`src/rtl/bit_serial_subtractor.sv`:
```
// bit_serial_subtractor
//
// Multi-cycle WIDTH-bit subtractor computing a - b LSB-first, one bit per clock,
// using a one-bit full-subtractor cell and a borrow flop. Operands enter through a
// valid/ready port; the result leaves through a valid/ready port.
//
// Optional feature macro: BIT_SERIAL_ADD_MODE_EN
//   When defined, adds input 'sub' (captured with the operands): sub=1 subtracts,
//   sub=0 adds (borrow_out then reports the final carry). Undefined: subtract only.
//
// Ports:
//   clk         rising-edge clock
//   rstn        synchronous active-low reset
//   in_valid    operand pair valid
//   in_ready    block can accept operands (IDLE)
//   a, b        minuend / subtrahend, WIDTH bits
//   sub         (macro only) 1 = subtract, 0 = add
//   out_valid   result valid (DONE)
//   out_ready   consumer accepts result
//   diff        a - b modulo 2^WIDTH (a + b in add mode)
//   borrow_out  final borrow (final carry in add mode)
//   ovf         signed overflow
//   busy        high while shifting
module bit_serial_subtractor #(
    parameter int unsigned WIDTH = 8
) (
    input  logic             clk,
    input  logic             rstn,
    input  logic             in_valid,
    output logic             in_ready,
    input  logic [WIDTH-1:0] a,
    input  logic [WIDTH-1:0] b,
`ifdef BIT_SERIAL_ADD_MODE_EN
    input  logic             sub,
`endif
    output logic             out_valid,
    input  logic             out_ready,
    output logic [WIDTH-1:0] diff,
    output logic             borrow_out,
    output logic             ovf,
    output logic             busy
);

    localparam int unsigned CntW = (WIDTH > 1) ? $clog2(WIDTH) : 1;
    localparam logic [CntW-1:0] CntLast = CntW'(WIDTH - 1);

    typedef enum logic [1:0] {
        StIdle,
        StShift,
        StDone
    } state_e;

    state_e            state_q, state_d;
    logic [WIDTH-1:0]  a_sh_q, a_sh_d;
    logic [WIDTH-1:0]  b_sh_q, b_sh_d;
    logic [WIDTH-1:0]  diff_q, diff_d;
    logic [CntW-1:0]   cnt_q, cnt_d;
    logic              br_q, br_d;
    logic              borrow_q, borrow_d;
    logic              ovf_q, ovf_d;
    logic              a_msb_q, a_msb_d;
    logic              b_msb_q, b_msb_d;
`ifdef BIT_SERIAL_ADD_MODE_EN
    logic              sub_q, sub_d;
`endif

    // One-bit cell outputs for the current LSBs.
    logic a0, b0, d_bit, br_sub, br_n, ovf_n;
`ifdef BIT_SERIAL_ADD_MODE_EN
    logic br_add;
`endif

    always_comb begin
        a0     = a_sh_q[0];
        b0     = b_sh_q[0];
        // Sum and difference bits are the same XOR; only the borrow/carry differs.
        d_bit  = a0 ^ b0 ^ br_q;
        br_sub = (~a0 & b0) | (~(a0 ^ b0) & br_q);
`ifdef BIT_SERIAL_ADD_MODE_EN
        br_add = (a0 & b0) | (br_q & (a0 ^ b0));
        br_n   = sub_q ? br_sub : br_add;
        // d_bit is the result MSB on the final shift.
        ovf_n  = sub_q ? ((a_msb_q != b_msb_q) && (d_bit != a_msb_q))
                       : ((a_msb_q == b_msb_q) && (d_bit != a_msb_q));
`else
        br_n   = br_sub;
        ovf_n  = (a_msb_q != b_msb_q) && (d_bit != a_msb_q);
`endif
    end

    always_comb begin
        state_d  = state_q;
        a_sh_d   = a_sh_q;
        b_sh_d   = b_sh_q;
        diff_d   = diff_q;
        cnt_d    = cnt_q;
        br_d     = br_q;
        borrow_d = borrow_q;
        ovf_d    = ovf_q;
        a_msb_d  = a_msb_q;
        b_msb_d  = b_msb_q;
`ifdef BIT_SERIAL_ADD_MODE_EN
        sub_d    = sub_q;
`endif

        unique case (state_q)
            StIdle: begin
                if (in_valid) begin
                    a_sh_d  = a;
                    b_sh_d  = b;
                    br_d    = 1'b0;
                    cnt_d   = '0;
                    a_msb_d = a[WIDTH-1];
                    b_msb_d = b[WIDTH-1];
`ifdef BIT_SERIAL_ADD_MODE_EN
                    sub_d   = sub;
`endif
                    state_d = StShift;
                end
            end
            StShift: begin
                diff_d = {d_bit, diff_q[WIDTH-1:1]};
                a_sh_d = a_sh_q >> 1;
                b_sh_d = b_sh_q >> 1;
                br_d   = br_n;
                if (cnt_q == CntLast) begin
                    // Counter parks at WIDTH-1 rather than wrapping.
                    borrow_d = br_n;
                    ovf_d    = ovf_n;
                    state_d  = StDone;
                end else begin
                    cnt_d = cnt_q + 1'b1;
                end
            end
            StDone: begin
                if (out_ready) begin
                    state_d = StIdle;
                end
            end
            default: begin
                state_d = StIdle;
            end
        endcase
    end

    always_ff @(posedge clk) begin
        if (!rstn) begin
            state_q  <= StIdle;
            a_sh_q   <= '0;
            b_sh_q   <= '0;
            diff_q   <= '0;
            cnt_q    <= '0;
            br_q     <= 1'b0;
            borrow_q <= 1'b0;
            ovf_q    <= 1'b0;
            a_msb_q  <= 1'b0;
            b_msb_q  <= 1'b0;
`ifdef BIT_SERIAL_ADD_MODE_EN
            sub_q    <= 1'b1;
`endif
        end else begin
            state_q  <= state_d;
            a_sh_q   <= a_sh_d;
            b_sh_q   <= b_sh_d;
            diff_q   <= diff_d;
            cnt_q    <= cnt_d;
            br_q     <= br_d;
            borrow_q <= borrow_d;
            ovf_q    <= ovf_d;
            a_msb_q  <= a_msb_d;
            b_msb_q  <= b_msb_d;
`ifdef BIT_SERIAL_ADD_MODE_EN
            sub_q    <= sub_d;
`endif
        end
    end

    assign in_ready   = (state_q == StIdle);
    assign busy       = (state_q == StShift);
    assign out_valid  = (state_q == StDone);
    assign diff       = diff_q;
    assign borrow_out = borrow_q;
    assign ovf        = ovf_q;

endmodule

```
`config.mk`:
```
export PLATFORM = sky130hd
export DESIGN_NAME = bit_serial_subtractor
export DESIGN_NICKNAME = d
export VERILOG_FILES = /design/src/rtl/bit_serial_subtractor.sv
export SDC_FILE = /design/constraint.sdc
export NUM_CORES = 1
export LEC_CHECK = 0
export BUFFER_PORTS_ARGS = -buffer_cell sky130_fd_sc_hd__buf_2
export CAP_MARGIN = 20
export CORE_ASPECT_RATIO = 0.9
export CORE_MARGIN = 3
export CORE_UTILIZATION = 40
export CTS_CLUSTER_DIAMETER = 50
export CTS_CLUSTER_SIZE = 14
export DETAILED_ROUTE_END_ITERATION = 8
export HOLD_SLACK_MARGIN = 0.05
export SYNTH_ARGS = -nofsm -noshare
export SYNTH_HDL_FRONTEND = slang
export SYNTH_SLANG_ARGS = --single-unit
```
`constraint.sdc`:
```
create_clock -name clk -period 1.94 [get_ports clk]
set_clock_uncertainty 0.05 [all_clocks]
set_input_delay 0.194 -clock clk [delete_from_list [all_inputs] [get_ports clk]]
set_output_delay 0.194 -clock clk [all_outputs]
set_load 0.005 [all_outputs]
```
* Yosys cells after proc, flatten, opt, wreduce, memory -nomap -nowiden
Cells that the tools add are included.
** Cells by class
- Add/sub/neg operators :: 1
- Equality and inequality tests :: 9
- Multiplexer cells :: 13
- Bitwise gates (word level) :: 7
- Reductions and logical operators :: 8
** Operators with widths (number)
- 8-bit case mux with 2 select lines :: 2
- 8-bit 2-to-1 mux :: 2
- 2-bit 2-to-1 mux :: 3
- 3-bit 2-to-1 mux :: 2
- 2-bit case mux with 3 select lines :: 1
- 3-bit case mux with 2 select lines :: 1
- 2-bit AND reduction :: 3
- 3-bit AND reduction :: 2
- 2-bit by 1-bit != test with 1-bit output, second input constant :: 2
- 2-bit != test, second input constant :: 2
- 3-bit by 1-bit adder with 3-bit output, second input constant :: 1
- 3-bit equality test, second input constant :: 1
- 1-bit bitwise AND :: 2
- 2-bit by 1-bit equality test with 1-bit output, second input constant :: 1
- 2-bit equality test, second input constant :: 1
- 2-bit logical NOT :: 1
- 1-bit != test :: 2
- 1-bit NOT :: 2
- 1-bit case mux with 2 select lines :: 1
- 2-bit nonzero test :: 1
- 1-bit XOR :: 2
- 1-bit logical AND :: 1
- 1-bit 2-to-1 mux :: 1
- 1-bit OR :: 1
** Storage, ports and cells
- Register bits after elaboration :: 34
- Bits of input ports :: 20
- Output and inout bits :: 13
- Logic and storage cells :: 48

* Depth between registers and ports, before layout
- Word-level depth :: 5
- Mapped depth :: 6
- Gate-level depth less buffers :: 5

* Worst setup path after synthesis
No wires, ideal clock.
- Path type :: register to register
- Start :: reg cnt_q[0]
- End :: reg cnt_q[1]
- Setup time :: 0.126 ns
- Data arrival time :: 1.312 ns
- Data required time :: 1.764 ns
- Path slack :: 0.452 ns
- Cell stages (with the launch flop) :: 7
- Path buffers :: 1
- Clock period less this slack :: 1.488 ns
- Cells stage by stage :: dfxtp_1 ha_1 ha_1 clkbuf_1 or2b_1 a21oi_1 o22ai_1
** Between the ends
- Cells in the longest elaborated chain, start to end :: 3
- Elaborated cells on any way between the ends :: 6
- Those cells by class :: add/sub: 1; eq/ne: 2; mux: 2; reduce/logical: 1
** RTL lines
- from (decl) :: line 57 : logic [CntW-1:0] cnt_q, cnt_d;
- from (signal assigned) :: line 166 : cnt_q <= cnt_d;
- 3-bit by 1-bit adder with 3-bit output or 3-bit equality test (tied branches) :: line 132, 126
- 3-bit 2-to-1 mux or 2-bit != test (tied branches)
- 3-bit case mux with 2 select lines or 3-bit AND reduction (tied branches)
Parallel ways exist; a longest one is shown, timed or not. The select of a mux whose other input is x is not followed.
A chain may end at the register's enable or synchronous reset.

* Final worst setup path
- Start :: reg cnt_q[0]
- End :: reg cnt_q[2]
The elaborated chain is that of the path after synthesis.

==> results.py <==
metrics = {
    "synth": {
        "synth_top_area_share_pct": 45.4,
        "ys_types": 31,
        "synth.net_count": 184,
        "synth.area.top_cells": "dfxtp_1 (45%), mux2i_1 (11%), a211oi_1 (7.0%)",
        "avgSynthCellArea_um2": 9.32,
        "synthCells": 161,
        "yosysWarnings": 0,
        "netlist_area_mm2": 0.00150,
        "ys_seq_elements": 34,
        "synth_top_cell_by_area": "dfxtp_1",
        "ys_seq_area_share_pct": 45.4,
    },
    "global_routing": {
        "grt_pass1_wl_um": 5110,
        "grt.total_usage_pct": 14.4,
        "grt_max_degree": 32,
        "grt.overflow.total": 0,
        "grt_pass1_vias": 1177,
        "grt_antenna_before_repair": 0,
    },
    "worst_setup_path": {
        "worst_setup_path_end_kind": "register",
        "startpoint": "cnt_q[0]",
        "crit_path_frequent_cell": "ha_1",
        "crit_chain": "ha_1 -> ha_1 -> or2b_1 -> a21oi_1 -> o22ai_1",
        "cp.required_ns": 2.05,
        "max_stage_delay_ns": 0.34,
        "crit_type": "register to register",
        "slowest_stage": "dfxtp_1",
        "crit_path_max_fanout": 9,
        "timing.rr.start": "cnt_q[0]",
        "start_kind": "register",
        "cp.arrival_ns": 1.69,
        "rrSetupSlack_ns": 0.36,
    },
    "sta": {
        "hold_viol": 0,
        "rsz0062_at_grt": "no",
        "tightest_slew_ns": 0.361,
        "period_share_pct": 81.2,
        "fmax_mhz": 635,
        "finalCriticalPeriod_ns": 1.58,
        "max_slew_margin_pct": 75.9,
        "tns_ns": 0,
        "setup_viol": 0,
        "drv_slew": 0,
    },
    "clock_tree": {
        "cts.sinks": 34,
        "postCtsSetupBuffers": 0,
        "clk_pin_slew_worst_paths_ns": 0.07,
        "cts_buffers": 5,
        "cts_hold_buf": 0,
        "root_buffer": "clkbuf_8",
        "cts.htree.levels": 2,
        "clockBufferDepth": 2,
        "clkLatencyLatePin_ns": 0.28,
        "cts_resized": 0,
        "cts_tree": "yes",
    },
    "route": {
        "wirelength_um": 2980,
        "wire_per_inst_um": 12.6,
        "drt_first_pass_iters": 4,
        "viasPerCell": 5.08,
        "drt-initial-drc-count": 86,
        "vias": 1205,
        "ant_nets": 0,
        "drc": 0,
    },
    "final_layout": {
        "layout_common_cells": "dfxtp_1 (34), buf_2 (32), nand2_1 (21), nor2_1 (20), mux2i_1 (16)",
        "drive_above_1_share_pct": 24.4,
        "seq_area_um2": 681,
        "diodes": 0,
        "final_common_cell": "dfxtp_1",
        "layout.nets": 215,
        "multi_input_area_um2": 716,
        "n_fill_cell": 355,
        "area_growth_pct": 17.7,
    },
    "pwr": {
        "ir_drop_uv": 509,
        "power_mw": 1.59,
        "p_leak_nw": 0.746,
        "power.density_mw_per_mm2": 900,
    },
    "job": {
        "max_cap_viol_count": 0,
    },
    "worst_hold_path": {
        "hp-start": "a[7]",
        "worst_hold_path_type": "primary input to register",
    },
    "floorplan": {
        "die-area_mm2": 0.00452,
        "die_w_um": 70.6,
        "initial_core_util_pct": 43.1,
        "core_area_mm2": 0.00348,
        "die_y_um": 64.1,
        "rows": 20,
        "io-pin-count": 33,
    },
    "place": {
        "place_congestion": 0.734,
        "hpwl_um": 2090,
        "numPortBuffers": 32,
    },
    "status": {
        "outcome": "finished, final reports clean",
    },
}
[sequential cells by signal, indices dropped and copies added (netlist names)]
register    flops
a_sh_q          8
b_sh_q          8
diff            8
cnt_q           3
state_q         2
a_msb_q         1
b_msb_q         1
borrow_out      1
br_q            1
ovf             1
[cell type report]
class	count	share of cell area, %
inverter	6	1.28
clock inverter	3	2.27
tap	44	3.12
timing repair buffer	35	10.3
multi-input combinational	110	40.5
clock buffer	5	3.90
sequential	34	38.6
[critical path: cells and delay by family (launching register included)]
family / cells / cell delay (ns)
compound gates: 2 / 0.31
flops: 1 / 0.34
simple gates: 1 / 0.26
fa+ha+maj: 2 / 0.49
[layer usage]
layer	vias to the layer above	global-route usage, %	part of all wire, %
met3	2	6.45	4.9
li1	616	-	-
met4	0	4.93	0.64
met1	567	17.3	47
met5	-	0	0
met2	20	23.0	47
[worst paths after layout]
path / endpoint / cells after the start
max: cnt_q[2] / 5
min: a_msb_q / 3
max reg2reg: cnt_q[2] / 5
min reg2reg: diff[0] / 2
[per-stage QoR]
| step | util (%) | setup slack, ns | hold slack (ns) | instances | area (µm²) |
|---|---|---|---|---|---|
| 2_1_floorplan | - | 0.452 | 0.261 | 161 | 1500 |
| 3_3_place_gp | 47.6 | 0.471 | 0.392 | 229 | 1660 |
| 3_5_place_dp | 47.6 | 0.382 | 0.405 | 229 | 1660 |
| 4_1_cts | 50.8 | 0.371 | 0.109 | 237 | 1770 |
| 5_1_grt | 50.8 | 0.239 | 0.118 | 237 | 1770 |
| 6_report | 50.8 | 0.365 | 0.119 | 237 | 1770 |
[cell families (layout without fill, tap and decap cells)]
logic type	after synthesis	after routing	share of synthesized area, %
simple gates	53	53	16.2
compound gates	38	38	17.8
flops	34	34	45.4
buf+inv	17	49	6.92
mux	16	16	10.7
fa+ha+maj	3	3	3.00
[cell usage after synthesis]
| cell | instances |
|---|---|
| o31ai_1 | 1 |
| clkbuf_1 | 2 |
| nand2b_1 | 3 |
| a211oi_1 | 14 |
| a21oi_1 | 13 |
| nor2b_1 | 3 |
| a22oi_1 | 2 |
| and2_1 | 2 |
| buf_4 | 1 |
| fa_1 | 1 |
| nand3_1 | 1 |
| ha_1 | 2 |
| inv_2 | 1 |
| a311oi_1 | 1 |
| inv_1 | 5 |
| buf_6 | 2 |
| nand2_1 | 21 |
| dfxtp_1 | 34 |
| buf_2 | 4 |
| nor3b_1 | 1 |
| a311oi_2 | 1 |
| mux2i_1 | 16 |
| o21a_1 | 1 |
| nor3b_4 | 1 |
| buf_1 | 1 |
| o22ai_1 | 3 |
| or2b_1 | 1 |
| nor2_1 | 20 |
| buf_12 | 1 |
| o21ba_4 | 1 |
| a2bb2oi_1 | 1 |
[where the power goes]
part	switching, mW	leakage (nW)	total (mW)	internal, mW
clock	0.254	0.0579	0.632	0.378
sequential	0.0242	0.279	0.762	0.738
combinational	0.106	0.409	0.195	0.0894
No activity file was read; power rests on OpenSTA's default activity.
